<file path="config.mk">
export PLATFORM = sky130hd
export DESIGN_NAME = creek_ctrl_master
export DESIGN_NICKNAME = d
export VERILOG_FILES = /design/src/rtl/creek_ctrl_master.sv
export SDC_FILE = /design/constraint.sdc
export NUM_CORES = 1
export LEC_CHECK = 0
export ABC_CLOCK_PERIOD_IN_PS = 4740
export BUFFER_PORTS_ARGS = -buffer_cell sky130_fd_sc_hd__buf_2
export CAP_MARGIN = 20
export CORE_MARGIN = 1.5
export CORE_UTILIZATION = 41
export DETAILED_ROUTE_END_ITERATION = 8
export GPL_TIMING_DRIVEN = 0
export SKIP_CTS_REPAIR_TIMING = 1
export SLEW_MARGIN = 0
export SYNTH_ARGS = -nofsm -noshare
export SYNTH_HDL_FRONTEND = slang
export SYNTH_SLANG_ARGS = --single-unit
</file>
<file path="constraint.sdc">
create_clock -name clk -period 4.74 [get_ports clk]
set_clock_uncertainty 0.2 [all_clocks]
set_input_delay 0.474 -clock clk [delete_from_list [all_inputs] [get_ports clk]]
set_output_delay 0.474 -clock clk [all_outputs]
set_load 0.005 [all_outputs]
</file>
<file path="src/rtl/creek_ctrl_master.sv">
// Host-command sequencer for an Avalon-MM control slave: HALT/RUN/STEP write a control
// byte and read it back; WAIT polls the status byte until the waiting bit or a poll limit.
module creek_ctrl_master #(
    parameter int POLL_GAP  = 4,
    parameter int MAX_POLLS = 1024
) (
    input  logic       clk,
    input  logic       reset_n,
    input  logic       cmd_valid,
    input  logic [1:0] cmd_op,
    output logic       cmd_ready,
    output logic       rsp_valid,
    output logic [7:0] rsp_status,
    output logic       rsp_timeout,
    output logic       avl_write,
    output logic [7:0] avl_writedata,
    output logic       avl_read,
    input  logic [7:0] avl_readdata
);
    localparam int PW = (MAX_POLLS < 2) ? 1 : $clog2(MAX_POLLS + 1);
    localparam int GW = (POLL_GAP < 2) ? 1 : $clog2(POLL_GAP);
    localparam logic [PW-1:0] POLL_LIMIT = PW'(MAX_POLLS);
    localparam logic [PW-1:0] POLL_SAT   = {PW{1'b1}};
    localparam logic [GW-1:0] GAP_LAST   = GW'((POLL_GAP == 0) ? 0 : POLL_GAP - 1);
    localparam logic [1:0]    OP_WAIT    = 2'd3;

    typedef enum logic [2:0] {
        S_IDLE    = 3'd0,
        S_WRITE   = 3'd1,
        S_READ    = 3'd2,
        S_CAPTURE = 3'd3,
        S_GAP     = 3'd4,
        S_RESP    = 3'd5
    } state_e;

    state_e        state_q, state_d;
    logic [1:0]    op_q, op_d;
    logic [PW-1:0] poll_q, poll_d;
    logic [GW-1:0] gap_q, gap_d;
    logic          cmd_ready_q, cmd_ready_d;
    logic          rsp_valid_q, rsp_valid_d;
    logic [7:0]    rsp_status_q, rsp_status_d;
    logic          rsp_timeout_q, rsp_timeout_d;
    logic          avl_write_q, avl_write_d;
    logic [7:0]    avl_writedata_q, avl_writedata_d;
    logic          avl_read_q, avl_read_d;

    // State register and registered outputs.
    always_ff @(posedge clk or negedge reset_n) begin
        if (!reset_n) begin
            state_q         <= S_IDLE;
            op_q            <= 2'd0;
            poll_q          <= '0;
            gap_q           <= '0;
            cmd_ready_q     <= 1'b0;
            rsp_valid_q     <= 1'b0;
            rsp_status_q    <= 8'h00;
            rsp_timeout_q   <= 1'b0;
            avl_write_q     <= 1'b0;
            avl_writedata_q <= 8'h00;
            avl_read_q      <= 1'b0;
        end else begin
            state_q         <= state_d;
            op_q            <= op_d;
            poll_q          <= poll_d;
            gap_q           <= gap_d;
            cmd_ready_q     <= cmd_ready_d;
            rsp_valid_q     <= rsp_valid_d;
            rsp_status_q    <= rsp_status_d;
            rsp_timeout_q   <= rsp_timeout_d;
            avl_write_q     <= avl_write_d;
            avl_writedata_q <= avl_writedata_d;
            avl_read_q      <= avl_read_d;
        end
    end

    // Next-state logic; strobes and flags are decoded from the next state so they are registered.
    always_comb begin
        state_d         = state_q;
        op_d            = op_q;
        poll_d          = poll_q;
        gap_d           = gap_q;
        rsp_status_d    = rsp_status_q;
        rsp_timeout_d   = rsp_timeout_q;
        avl_writedata_d = avl_writedata_q;
        case (state_q)
            S_IDLE: begin
                if (cmd_valid && cmd_ready_q) begin
                    op_d          = cmd_op;
                    poll_d        = '0;
                    rsp_timeout_d = 1'b0;
                    if (cmd_op == OP_WAIT) begin
                        state_d = S_READ;
                    end else begin
                        state_d         = S_WRITE;
                        avl_writedata_d = {6'd0, cmd_op};
                    end
                end else begin
                    state_d = S_IDLE;
                end
            end
            S_WRITE: state_d = S_READ;
            S_READ: begin
                state_d = S_CAPTURE;
                // Saturate so an unlimited WAIT never wraps the counter.
                if (poll_q != POLL_SAT) begin
                    poll_d = poll_q + 1'b1;
                end else begin
                    poll_d = poll_q;
                end
            end
            S_CAPTURE: begin
                rsp_status_d = avl_readdata;
                gap_d        = '0;
                if ((op_q != OP_WAIT) || avl_readdata[2]) begin
                    state_d = S_RESP;
                end else if ((MAX_POLLS != 0) && (poll_q == POLL_LIMIT)) begin
                    state_d       = S_RESP;
                    rsp_timeout_d = 1'b1;
                end else if (POLL_GAP == 0) begin
                    state_d = S_READ;
                end else begin
                    state_d = S_GAP;
                end
            end
            S_GAP: begin
                if (gap_q == GAP_LAST) begin
                    state_d = S_READ;
                end else begin
                    gap_d = gap_q + 1'b1;
                end
            end
            S_RESP:  state_d = S_IDLE;
            default: state_d = S_IDLE;
        endcase
        cmd_ready_d = (state_d == S_IDLE);
        rsp_valid_d = (state_d == S_RESP);
        avl_write_d = (state_d == S_WRITE);
        avl_read_d  = (state_d == S_READ);
    end

    assign cmd_ready     = cmd_ready_q;
    assign rsp_valid     = rsp_valid_q;
    assign rsp_status    = rsp_status_q;
    assign rsp_timeout   = rsp_timeout_q;
    assign avl_write     = avl_write_q;
    assign avl_writedata = avl_writedata_q;
    assign avl_read      = avl_read_q;

endmodule

</file>
; ---- After elaboration in Yosys (flattened, before gate mapping)
; Index checks and enable logic that the tools add are counted.
[word_totals]
reg_bits = 33
inputBits = 13
out_inout_bits = 21
[op_classes]
add_sub_neg = 2
eq_ne = 17
mux = 15
bitwise_logic = 1
n_reduce_logical = 12
[ops]
columns = cell, n
row1 = $mux W11, 2
row2 = $pmux W11 S2, 1
row3 = $pmux W3 S5, 1
row4 = $ne A2 B2 Y1 const B, 6
row5 = $add A11 B1 Y11 const B, 1
row6 = $eq A11 B11 Y1 const B, 1
row7 = $ne A11 B11 Y1 const B, 1
row8 = $eq A3 B2 Y1 const B, 3
row9 = $eq A3 B1 Y1 const B, 2
row10 = $eq A3 B3 Y1 const B, 2
row11 = $logic_not A3 Y1, 2
row12 = $mux W3, 2
row13 = $reduce_and A3 Y1, 2
row14 = $reduce_bool A2 Y1, 3
row15 = $mux W1, 5
row16 = $eq A2 B2 Y1 const B, 2
row17 = $mux W2, 2
row18 = $pmux W2 S2, 1
row19 = $reduce_and A2 Y1, 2
row20 = $reduce_and A4 Y1, 1
row21 = $add A2 B1 Y2 const B, 1
row22 = $pmux W1 S2, 1
row23 = $logic_and A1 B1 Y1, 1
row24 = $logic_or A1 B1 Y1, 1
row25 = $not A1 Y1, 1

; ---- Logic depth before layout (Yosys ltp)
[depth]
ltp_word = 5
depth_mapped = 6
mapped_depth_nobuf = 5

; ---- Least setup slack after synthesis
; Ideal clock, no wire load.
[synth_path]
path_type = register -> register
startpoint = reg poll_q[0]
endpoint = reg poll_q[1]
setup_ns = 0.128
arrival_ns = 1.506
required_ns = 4.412
path_slack_ns = 2.907
path_stages_with_launch = 6
period_less_slack_ns = 1.833
cell_sequence = dfrtp_1 ha_1 nand2_1 nor4_1 nor2_1 mux2_1
[synth_between]
elab_chain_len = 3
[synth_rtl]
columns = item, line_no
row1 = from (decl), 38  ; logic [PW-1:0] poll_q, poll_d;
row2 = from (signal assigned), 65  ; poll_q <= poll_d;
row3 = $add A11 B1 Y11 or $ne A11 B11 Y1 (tied branches), "107, 106"
row4 = $mux W11 or $ne A2 B2 Y1 (tied branches), -
row5 = $pmux W11 S2 or $reduce_and A3 Y1 (tied branches), -
; Parallel ways exist; a longest one is shown, timed or not. The select of a mux whose other input is x is not followed.
; A chain may end at the register's enable or synchronous reset.

; ---- Worst setup path after layout
; Same ends and word-level chain as after synthesis.

==> results.cfg <==
[run_status]
status = finished, final reports clean

[drt]
vias = 1305
routed_via_density = 5.348
drt_first_pass_iters = 4
drt.antenna.violating_nets = 0
drc = 0
wl_um = 3332
dr.first_iter.drc_count = 62
wl_per_cell_um = 13.66

[power]
p_comb_frac = 0.359
switchingPower_mw = 0.3877
switching_share = 0.3512
p_int_mw = 0.7162
p_seq_frac = 0.450
p_per_area_nw_per_um2 = 579.7
power.leakage_nw = 0.8945
p_clk_frac = 0.190
peakVddDrop_mv = 0.2805

[floorplanning]
core-area_um2 = 3716
pin_count = 34
dieArea_um2 = 4297
start_util = 0.4316
die_w_um = 65.55
die-height_um = 65.55
rows = 22

[final_layout]
final_common_cell = dfrtp_1
layout_common_cells = 33 x dfrtp_1, 28 x buf_2, 19 x nand2_1
areaGrowthSynthToFinish_pct = 18.72
multi_input_comb_area_um2 = 709.4
regArea_um2 = 825.8
drive_above_1_share = 0.2704
diodes = 0
n_fill_cell = 354
finalNetCount = 212

[sta]
hold_viol = 0
rsz0062_at_grt = false
worstMarginPinSlew_ns = 0.7620
period_share = 0.4501
tns_ns = 0
max-slew-margin-rel = 0.4920
slew_violations = 0
max_freq_mhz = 468.7
fin_crit_ns = 2.133
worst_hold_slack_ns = 0.05575
finalSetupViolCount = 0

[setup_path]
required_ns = 4.71
critPathKind = reg -> reg
rrSetupSlack_ns = 2.61
crit_chain = ha_1 > nand2_1 > nor4_1 > nor2_1 > mux2_1
critPathArrivalTime_ns = 2.11
cp-end-kind = flop
cp_max_fo = 5
start_kind = flop
critPathSlowestCell = nor4_1
max_stage_delay_ns = 0.55

[synthesis]
ys_ff_latch = 33
synth_mux_area_frac = 0.06942
postSynthCellCount = 157
synth_top_family_by_area = simple AND/OR/NAND/NOR gates
synthSimpleGateAreaFrac = 0.2137
ys_types = 42
synth_warnings = 0
avgSynthCellArea_um2 = 10.22
synth-adder-area-share = 0.02340
ys.flop_type = dfrtp_1
ys_seq_area_frac = 0.5148
synth_xor_area_frac = 0.005460
synth-compound-area-share = 0.1162
netlist_area_um2 = 1604
synth-edff-count = 0
async_flop_share = 1.000

[clocking]
cts_max_level = 2
cts_tree = built
clk_pin_slew_worst_paths_ns = 0.07
clk_latency_ns = 0.28
cts.sinks = 33
cts_buffers = 5
clock_tree.buffer_depth = 2
root_buffer = clkbuf_8

[worst_hold_path]
worst_hold_path_type = in -> async

[grt]
antenna_found_initial = 0
busiest_layer = met2
met2_usage = 0.3036
grt_pass1_wl_um = 5382
grt_start_max_net_pins = 34
grt_util_met1 = 0.1846
overflow = 0
grt_pass1_vias = 1251
track_usage = 0.1660
use_met3 = 0.04623

[flow_run]
drv_cap = 0

[placed_design]
hpwl_um = 2430
io_buffers = 27
gp_congestion = 0.7755
[cell families (layout without fill, tap and decap cells)]
kind of cell | Yosys count | in the layout
AOI/OAI and AO/OA | 30 | 30
xor gates and xnor gates | 1 | 1
adders and majority gates | 3 | 3
buffers and inverters | 16 | 50
DFF | 33 | 33
muxes | 10 | 10
other | 1 | 6
and+or+nand+nor | 63 | 63
[critical path, delay by kind of cell (launching register included)]
family	cells	cell delay, ns
AND/OR/NAND/NOR	3	0.82
flip-flops	1	0.43
multiplexers	1	0.34
adder cells (fa/ha/maj)	1	0.24
[layout make-up]
type                            count  share of cell area
Clock buffer                        7             0.04533
Tap cell                           48             0.03154
Inverter                            4            0.007884
Multi-Input combinational cell    113              0.3725
Buffer                             12             0.03811
Timing Repair Buffer               27             0.07096
Sequential cell                    33              0.4336
[final timing paths]
check	start	end	cells past startpoint
setup reg to reg	poll_q[0]	poll_q[1]	5
min in group clk	avl_readdata[7]	rsp_status[7]	2
max in group asynchronous	reset_n	gap_q[1]	1
setup / recovery	poll_q[0]	poll_q[1]	5
hold reg to reg	op_q[1]	op_q[1]	2
hold / removal	reset_n	poll_q[7]	1
[per-stage QoR]
step	cells	utilization	cell area [um2]	setup slack [ns]	total power, mW
6_report	244	0.5125	1904	2.607	1.104
5_1_grt	244	0.5125	1904	2.452	1.182
4_1_cts	244	0.5125	1904	2.629	1.115
3_5_place_dp	237	0.4892	1818	2.639	0.9002
3_3_place_gp	237	0.4892	1818	2.641	0.8760
2_1_floorplan	162	-	1623	2.907	0.7600
[cells in the mapped netlist, types with 4 or more instances]
cell	number	area, um2
inv_1	4	15.01
a21oi_1	11	55.05
nor3_1	5	25.02
o21ai_0	6	30.03
nor2_1	13	48.80
buf_4	7	52.55
o31ai_1	4	30.03
dfrtp_1	33	825.8
mux2_2	8	90.09
nand2_1	19	71.32
[registers in the layout, summed over array words and instances (netlist names)]
name / count
rsp_timeout: 1
rsp_status: 8
poll_q: 11
avl_write: 1
cmd_ready: 1
avl_read: 1
state_q: 3
avl_writedata: 2
op_q: 2
rsp_valid: 1
gap_q: 2
[per-layer routing]
metal / share of wire / wire [um]
met1: 0.42 / 1402
met2: 0.52 / 1741
met3: 0.043 / 142
met4: 0.014 / 46
met5: 0 / 0
[power by group through the flow]
stage	logic [mW]	registers (mW)	clock network, mW
floorplan	0.272	0.488	0
global placement	0.385	0.491	0
detailed placement	0.400	0.500	0
CTS	0.402	0.495	0.218
global route	0.443	0.514	0.225
finish	0.397	0.497	0.210
Note: power is estimated with default switching activity, not from simulation.
